==> src/rtl/mm_core.sv <==
// mm_core: one core of a row-striped multi-core matrix multiplier computing D = A x B over a shared data memory
// Ports: clock, reset (synchronous, active-high); start with dim_i/dim_j/dim_k and base_a/base_b/base_d job request;
//   busy, done status; write_en, addr_data, datain, dataout data-memory port (read data arrives one cycle after the address).
// Optional feature: define MM_CORE_SATURATE_EN for saturating accumulation instead of modulo wrap-around.
module mm_core #(
  parameter int DATA_W    = 16,
  parameter int ADDR_W    = 8,
  parameter int NUM_CORES = 4,
  parameter int CORE_ID   = 0
) (
  input  logic              clock,
  input  logic              reset,
  input  logic              start,
  input  logic [ADDR_W-1:0] dim_i,
  input  logic [ADDR_W-1:0] dim_j,
  input  logic [ADDR_W-1:0] dim_k,
  input  logic [ADDR_W-1:0] base_a,
  input  logic [ADDR_W-1:0] base_b,
  input  logic [ADDR_W-1:0] base_d,
  output logic              busy,
  output logic              done,
  output logic              write_en,
  output logic [ADDR_W-1:0] addr_data,
  output logic [DATA_W-1:0] datain,
  input  logic [DATA_W-1:0] dataout
);
  localparam int AW = ADDR_W + 8;
  localparam int IW = ADDR_W + 5;
  typedef enum logic [2:0] {IDLE, RD_A, RD_B, MAC, STORE, FIN} state_t;
  state_t state;
  logic [ADDR_W-1:0] di, dj, dk, ba, bb, bd, j, k;
  logic [IW-1:0] i, i_next;
  logic [DATA_W-1:0] acc, a_reg, acc_next;
  // row-major element address, widened so intermediate products do not wrap before the final truncation
  function automatic logic [ADDR_W-1:0] lin(input logic [ADDR_W-1:0] b, input logic [IW-1:0] r,
                                            input logic [ADDR_W-1:0] n, input logic [ADDR_W-1:0] c);
    return ADDR_W'(AW'(b) + AW'(r) * AW'(n) + AW'(c));
  endfunction
  // i is kept wide enough that stepping past the last row never wraps back below dim_i
  assign i_next = i + IW'(NUM_CORES);
`ifdef MM_CORE_SATURATE_EN
  logic [2*DATA_W:0] sum;
  always_comb begin
    sum = (2*DATA_W+1)'(acc) + (2*DATA_W+1)'(a_reg) * (2*DATA_W+1)'(dataout);
    acc_next = |sum[2*DATA_W:DATA_W] ? '1 : sum[DATA_W-1:0];
  end
`else
  assign acc_next = acc + DATA_W'(a_reg * dataout);
`endif
  // outputs are registered: each transition loads the values the next state presents to memory
  always_ff @(posedge clock) begin
    if (reset) begin
      state <= IDLE;
      busy <= 1'b0;
      done <= 1'b0;
      write_en <= 1'b0;
      addr_data <= '0;
      datain <= '0;
      acc <= '0;
      a_reg <= '0;
      i <= '0;
      j <= '0;
      k <= '0;
      di <= '0;
      dj <= '0;
      dk <= '0;
      ba <= '0;
      bb <= '0;
      bd <= '0;
    end else begin
      case (state)
        IDLE: if (start) begin
          di <= dim_i;
          dj <= dim_j;
          dk <= dim_k;
          ba <= base_a;
          bb <= base_b;
          bd <= base_d;
          i <= IW'(CORE_ID);
          j <= '0;
          k <= '0;
          acc <= '0;
          if (dim_i == '0 || dim_j == '0 || dim_k == '0 || IW'(CORE_ID) >= IW'(dim_i)) begin
            state <= FIN;
            done <= 1'b1;
          end else begin
            state <= RD_A;
            busy <= 1'b1;
            addr_data <= lin(base_a, IW'(CORE_ID), dim_k, '0);
          end
        end
        RD_A: begin
          state <= RD_B;
          addr_data <= lin(bb, IW'(k), dj, j);
        end
        RD_B: begin
          a_reg <= dataout;
          state <= MAC;
        end
        MAC: begin
          acc <= acc_next;
          if (k == dk - 1'b1) begin
            state <= STORE;
            write_en <= 1'b1;
            datain <= acc_next;
            addr_data <= lin(bd, i, dj, j);
          end else begin
            k <= k + 1'b1;
            state <= RD_A;
            addr_data <= lin(ba, i, dk, k + 1'b1);
          end
        end
        STORE: begin
          write_en <= 1'b0;
          datain <= '0;
          acc <= '0;
          k <= '0;
          if (j < dj - 1'b1) begin
            j <= j + 1'b1;
            state <= RD_A;
            addr_data <= lin(ba, i, dk, '0);
          end else begin
            j <= '0;
            i <= i_next;
            if (i_next < IW'(di)) begin
              state <= RD_A;
              addr_data <= lin(ba, i_next, dk, '0);
            end else begin
              state <= FIN;
              busy <= 1'b0;
              done <= 1'b1;
              addr_data <= '0;
            end
          end
        end
        FIN: begin
          done <= 1'b0;
          state <= IDLE;
        end
        default: state <= IDLE;
      endcase
    end
  end
endmodule

==> config.mk <==
export PLATFORM = sky130hd
export DESIGN_NAME = mm_core
export DESIGN_NICKNAME = d
export VERILOG_FILES = /design/src/rtl/mm_core.sv
export SDC_FILE = /design/constraint.sdc
export NUM_CORES = 1
export LEC_CHECK = 0
export CAP_MARGIN = 20
export CORE_ASPECT_RATIO = 0.75
export CORE_MARGIN = 4
export CORE_UTILIZATION = 44
export DETAILED_ROUTE_END_ITERATION = 8
export HOLD_SLACK_MARGIN = 0.08
export SYNTH_ARGS = -nofsm -noshare
export SYNTH_HDL_FRONTEND = slang
export SYNTH_SLANG_ARGS = --single-unit
==> constraint.sdc <==
create_clock -name clock -period 8.8 [get_ports clock]
set_clock_uncertainty 0.15 [all_clocks]
set_input_delay 1.32 -clock clock [delete_from_list [all_inputs] [get_ports clock]]
set_output_delay 1.32 -clock clock [all_outputs]
set_load 0.01 [all_outputs]
==> flow_summary.yaml, run 1 <==
setup_path:
  regToRegEndpoint: "datain[15]$_SDFFE_PP0P_"
  critical_path.max_fanout: 15
  cp-startpoint: "dataout[2]"
  worstReg2RegStart: "a_reg[6]$_SDFFE_PP0P_"
  cp.arrival_ns: 7.27
  crit_path_start_kind: "primary input"
  ff2ff_setup_slack_ns: 2.87
  critical_path_destination: "datain[15]$_SDFFE_PP0P_"
  critical_path_end_type: "flip-flop"
  ff2ff_path_depth: 18
  critPathRequiredTime_ns: 8.94
  timing.setup.critical_path_class: "primary input to flip-flop"
placed_design:
  placement.setup.worst_slack_ns: 1.27
  buffer_ports.inserted: 93
  dpl.hpwl_um: 32400
  routabilityCongestion: 0.879
sta:
  drv_slew: 0
  min_period_ns: 7.13
  timing.setup.tns_ns: 0
  max_freq_ghz: 0.140
  final-setup-viol-count: 0
  finalCritPeriodShare: 0.811
  final-hold-violation-count: 0
  slew-limit-headroom: 0.367
  final_worst_hold_slack_ns: 0.303
  worst_pin_slew_ns: 0.949
  grt_setup_unrepaired: "no"
  layout_setup_ws_ns: 1.67
floorplan:
  boundaryPins: 94
  area_of_the_core_um2: 34000
  die_height_um: 170
  area_enclosed_by_the_die_boundary_um2: 37900
  initial_utilization: 0.451
  rows: 58
  dieWidth_um: 223
global_route:
  overflow: 0
  pin_count_of_the_biggest_net_entering_global_routing: 83
  grt.met3_usage: 0.0320
  met1_usage: 0.355
  grt_pass1_wl_um: 69000
  grt.met2_usage: 0.338
  grt_use_total: 0.229
  grt_pass1_vias: 12700
  global_route_hottest_layer: "met1"
  antenna_found_initial: 1
clock_network:
  cts.path.max_buffers: 2
  clkSlewWorstSetupHoldPaths_ns: 0.06
  post_cts_resized: 0
  cts_num_sinks: 137
  post-cts-setup-buffer-count: 0
  clock_tree.htree_level_count: 4
  cts_buffers: 17
  cts_hold_repair.buffers: 0
  worstSkewPairLatency_ns: 0.44
  cts_root_buffer: "sky130_fd_sc_hd__clkbuf_16"
  cts_tree: "done"
logic_synthesis:
  synth_cells: 1889
  synth-seq-area-share: 0.179
  synth-seq-cells: 137
  synth_largest_type_area_fraction: 0.222
  postSynthAreaPerCell_um2: 8.11
  synthDistinctLibCells: 69
  ys.warnings.count: 0
  synth_common_cells: "332 x sky130_fd_sc_hd__nand2_1, 306 x sky130_fd_sc_hd__inv_1, 170 x sky130_fd_sc_hd__fa_1, 143 x sky130_fd_sc_hd__ha_1, 137 x sky130_fd_sc_hd__dfxtp_1"
  synth-main-ff-cell: "sky130_fd_sc_hd__dfxtp_1"
  netlist_area_pre_place_um2: 15300
  synth-edff-count: 0
  synth.area.top_cells: "sky130_fd_sc_hd__fa_1 22%, sky130_fd_sc_hd__dfxtp_1 18%, sky130_fd_sc_hd__ha_1 12%, sky130_fd_sc_hd__nand2_1 8.1%, sky130_fd_sc_hd__inv_1 7.5%"
  ys_async_sr_fraction: 0
  yosys.cell_count.top_type: "sky130_fd_sc_hd__nand2_1"
  synthDominantAreaCellType: "sky130_fd_sc_hd__fa_1"
routing:
  dr.first_iter.drc_count: 802
  post-route-drc-count: 0
  wirelength_um: 41800
  drtPass1Iterations: 5
  drt-wirelength-per-cell_um: 17.4
  post_drt_antenna_nets: 0
  viasPerCell: 5.19
  route.vias.total: 12500
hold_path:
  worstHoldPathType: "flip-flop to flip-flop"
power:
  leakagePower_nw: 7.53
  pwr_cell_area_nw_per_um2: 137
  peakVddDrop_v: 0.000102
cells_and_area:
  final_core_utilization: 0.506
  post_route_cells_drive_above_1_share: 0.0399
  antenna_cells_inserted: 0
  fillers: 3354
  area.sequential_um2: 2740
  design.final.nets: 2322
  layout_overhead_on_the_synthesized_area_pct: 12.1
  multi_input_area_um2: 11100
flow_run:
  maximum_capacitance_violations: 0
status:
  outcome: "finished clean"
[kinds of logic (layout without fill, tap and decap cells)]
family | after synthesis | in the layout | synth area share
compound gates | 249 | 249 | 0.0987
buf+inv | 404 | 446 | 0.101
mux | 16 | 16 | 0.0112
simple gates | 628 | 628 | 0.189
xor+xnor | 140 | 140 | 0.0818
other cells | 2 | 26 | 0.000490
fa+ha+maj | 313 | 313 | 0.339
flops | 137 | 137 | 0.179
[worst min-delay path by stage]
stage                                  start                 end  slack (ns)  cells after the start
after floorplan           ba[4]$_SDFFE_PP0P_  ba[4]$_SDFFE_PP0P_        0.29                      2
after global placement    bd[3]$_SDFFE_PP0P_  bd[3]$_SDFFE_PP0P_        0.29                      2
after detailed placement  ba[4]$_SDFFE_PP0P_  ba[4]$_SDFFE_PP0P_        0.30                      2
after CTS                 ba[4]$_SDFFE_PP0P_  ba[4]$_SDFFE_PP0P_        0.31                      2
after global routing      bb[1]$_SDFFE_PP0P_  bb[1]$_SDFFE_PP0P_        0.32                      2
final                     ba[4]$_SDFFE_PP0P_  ba[4]$_SDFFE_PP0P_        0.30                      2
[stage by stage]
stage | power [mW] | cell area (um^2) | std cells
floorplan | 1.40 | 15400 | 1913
global placement | 1.67 | 16600 | 2372
detailed placement | 1.68 | 16600 | 2372
CTS | 2.38 | 17200 | 2404
global route | 2.55 | 17200 | 2405
finish | 2.36 | 17200 | 2405
[layer usage]
metal / up-vias / part of all wire / routed length, um
met3: 36 / 0.057 / 2400
met2: 305 / 0.42 / 17600
met1: 6114 / 0.50 / 21100
met4: 2 / 0.015 / 643
li1: 6014 / - / -
met5: - / 0.00034 / 14
[final cells by class]
cell class	count	share of cell area
inverters	306	0.0669
repair buffers	108	0.0608
clock inverters	13	0.00561
flip-flops and latches	137	0.160
well taps	450	0.0328
multi-input cells	1372	0.649
clock buffers	19	0.0258
[cells in the final DEF (no fill, tap or decap), drive strengths merged, types with 6 or more instances in the layout]
cell	count
nand2	333
inv	309
fa	170
ha	143
dfxtp	137
a21oi	133
xnor2	105
clkdlybuf4s50	92
and2	89
nor2	86
o21ai	35
nand3	34
xor2	33
conb	26
clkbuf	19
nor3	17
buf	16
a21o	15
nor4	15
nor2b	13
a31oi	9
a211oi	9
mux2	9
and3	8
mux2i	7
o31ai	6
or3	6
[where the power goes]
group / total, mW / switching (mW) / internal [mW]
clock: 0.681 / 0.313 / 0.369
combinational: 0.949 / 0.554 / 0.395
sequential: 0.727 / 0.0681 / 0.659
total: 2.36 / 0.935 / 1.42
[worst max-delay path: stages]
cell	delay, ns
sky130_fd_sc_hd__clkdlybuf4s50_1	0.79
sky130_fd_sc_hd__and2_1	0.35
sky130_fd_sc_hd__fa_1	0.52
sky130_fd_sc_hd__inv_1	0.05
sky130_fd_sc_hd__fa_1	0.48
sky130_fd_sc_hd__fa_1	0.52
sky130_fd_sc_hd__inv_1	0.05
sky130_fd_sc_hd__fa_1	0.48
sky130_fd_sc_hd__inv_1	0.06
sky130_fd_sc_hd__fa_1	0.50
sky130_fd_sc_hd__fa_1	0.45
sky130_fd_sc_hd__xor2_1	0.16
sky130_fd_sc_hd__xnor2_1	0.19
sky130_fd_sc_hd__xnor2_1	0.11
sky130_fd_sc_hd__xnor2_1	0.22
sky130_fd_sc_hd__xnor3_1	0.40
sky130_fd_sc_hd__or4_1	0.44
sky130_fd_sc_hd__nand3_1	0.11
sky130_fd_sc_hd__a21oi_1	0.06
Note: power is estimated with default switching activity, not from simulation.
==> inputs of run 2 (changes only) <==
==> constraint.sdc (replaced) <==
create_clock -name clock -period 6.5 [get_ports clock]
set_clock_uncertainty 0.15 [all_clocks]
set_input_delay 0.975 -clock clock [delete_from_list [all_inputs] [get_ports clock]]
set_output_delay 0.975 -clock clock [all_outputs]
set_load 0.01 [all_outputs]
==> run 2 against run 1 <==
- cell area up 2.5%
- worst hold slack better by 0.0027 ns
- core utilization up 1.3 points
- first-iteration DRC count down 1.0%
- clock power up 59%
- die area unchanged
- worst setup slack worse by 1.3 ns
- routed wire length up 0.42%
- register-to-register slack worse by 2.2 ns
- non-clock buffer count up 42
- critical path type unchanged
- largest power group unchanged
==> flow_summary.yaml, run 2 (same netlist as run 1, synthesis figures left out) <==
routing:
  wl_met1_um: 20800
  highest-signal-layer: "met4"
  post_drt_antenna_nets: 0
  drtPass1Iterations: 8
  wl_met3_um: 2900
  detailroute.wirelength.met2_um: 17500
  viasPerCell: 5.18
  wirelength_um: 41900
  route.vias.total: 12700
  drt-wirelength-per-cell_um: 17.1
  post-route-drc-count: 0
  dr.first_iter.drc_count: 794
global_route:
  overflow: 0
  antenna_found_initial: 0
  pin_count_of_the_biggest_net_entering_global_routing: 66
  grt_use_total: 0.227
  grt_pass1_vias: 12800
  grt_pass1_wl_um: 68600
setup_path:
  cp.depth: 19
  critical_path_end_type: "flip-flop"
  critPathRequiredTime_ns: 6.65
  worst_path_dominant_cell_family: "adder cells"
  timing.critical_path.slowest_cell_delay_ns: 0.54
  cp.arrival_ns: 6.33
  cp_cell_sequence: "clkdlybuf4s50_1 -> and2_1 -> fa_1 -> inv_1 -> fa_1 -> inv_1 -> fa_1 -> fa_1 -> inv_1 -> fa_1 -> fa_1 -> xor2_1 -> xnor2_1 -> xnor2_1 -> xnor2_1 -> xnor3_1 -> or4_1 -> nand3_1 -> a21oi_1"
  crit_path_start_kind: "primary input"
  timing.critical_path.mode_cell: "sky130_fd_sc_hd__fa_1"
  worst_path_max_delay_cell: "sky130_fd_sc_hd__fa_1"
  ff2ff_path_depth: 18
  worstReg2RegStart: "a_reg[6]$_SDFFE_PP0P_"
  critical_path.max_fanout: 2
  worst-path-buf-inv: 4
  timing.setup.critical_path_class: "primary input to flip-flop"
  cp-startpoint: "dataout[9]"
power:
  pwr_cell_area_nw_per_um2: 194
  leakagePower_nw: 7.85
  peakVddDrop_v: 0.000169
placed_design:
  dpl.cell_count: 2415
  dpl.hpwl_um: 33300
  buffer_ports.inserted: 93
  routabilityCongestion: 0.851
floorplan:
  initial_utilization: 0.451
  dieWidth_um: 223
  die_height_um: 170
  area_of_the_core_um2: 34000
  boundaryPins: 94
  area_enclosed_by_the_die_boundary_um2: 37900
  rows: 58
hold_path:
  hold_depth: 2
  worst_hold_startpoint: "di[7]$_SDFFE_PP0P_"
  worstHoldPathType: "flip-flop to flip-flop"
sta:
  final-setup-viol-count: 0
  grt_setup_unrepaired: "no"
  drv_slew: 0
  worst_pin_slew_ns: 0.996
  slew-limit-headroom: 0.336
  finalCritPeriodShare: 0.951
  final-hold-violation-count: 0
  timing.setup.tns_ns: 0
  min_period_ns: 6.18
  max_freq_ghz: 0.162
clock_network:
  cts_buffers: 17
  cts.path.max_buffers: 2
  cts_num_sinks: 137
  worstSkewPairLatency_ns: 0.45
  cts_hold_repair.buffers: 0
  clkSlewWorstSetupHoldPaths_ns: 0.06
  cts_root_buffer: "sky130_fd_sc_hd__clkbuf_16"
  cts_tree: "done"
  clock_tree.htree_level_count: 4
flow_run:
  maximum_capacitance_violations: 0
cells_and_area:
  fillers: 3213
  finalNonFillerCells: 2448
  commonest_non_fill_non_tap_cells_in_the_layout: "331 x sky130_fd_sc_hd__nand2_1, 306 x sky130_fd_sc_hd__inv_1, 170 x sky130_fd_sc_hd__fa_1"
  layout_overhead_on_the_synthesized_area_pct: 14.9
  post_route_cells_drive_above_1_share: 0.0611
  design.final.nets: 2364
  final_common_cell: "sky130_fd_sc_hd__nand2_1"
status:
  outcome: "finished clean"
-- run 2: cell type report --
type	instances	area, um^2	share of cell area
sequential	137	2740	0.156
antenna	1	2.50	0.000142
clock buffer	18	439	0.0249
tap	450	563	0.0320
inverter	306	1150	0.0652
clock inverter	14	196	0.0112
multi-input combinational	1372	11100	0.633
timing repair buffer	150	1370	0.0779
-- run 2: metrics by stage --
| stage | hold slack (ns) | total power, mW | utilization | area, um^2 | worst slack, ns |
|---|---|---|---|---|---|
| final | 0.305 | 3.41 | 0.518 | 17600 | 0.321 |
| after global routing | 0.327 | 3.66 | 0.518 | 17600 | 0.0384 |
| after CTS | 0.309 | 3.43 | 0.518 | 17600 | 0.0128 |
| after detailed placement | 0.299 | 2.33 | 0.499 | 17000 | -0.453 |
| after global placement | 0.292 | 2.31 | 0.499 | 17000 | -0.398 |
| after floorplan | 0.286 | 1.90 | - | 15400 | 0.284 |
-- run 2: worst paths after layout --
path	to	slack, ns
max	acc[15]$_SDFFE_PP0P_	0.32
min	di[7]$_SDFFE_PP0P_	0.31
max reg2reg	acc[15]$_SDFFE_PP0P_	0.68
min reg2reg	di[7]$_SDFFE_PP0P_	0.31
-- run 2: tightest hold or removal path, cell delays in order, from the launching register on --
cell	delay, ns
sky130_fd_sc_hd__dfxtp_1	0.31
sky130_fd_sc_hd__nand2_1	0.05
sky130_fd_sc_hd__a21oi_1	0.05
-- run 2: metal layers --
metal / track usage / vias to the layer above
met3: 0.0472 / 40
met2: 0.332 / 342
met4: 0.0552 / 0
met1: 0.345 / 6207
met5: 0 / -
li1: - / 6096
-- run 2: what timing repair did --
item	CTS	global route
gates resized for setup	0	7
endpoints found under the setup margin	0	6
setup buffers	0	0
-- run 2: power breakdown --
part | switching (mW) | internal [mW]
Clock | 0.425 | 0.655
Combinational | 0.772 | 0.581
Sequential | 0.0860 | 0.892
Total | 1.28 | 2.13
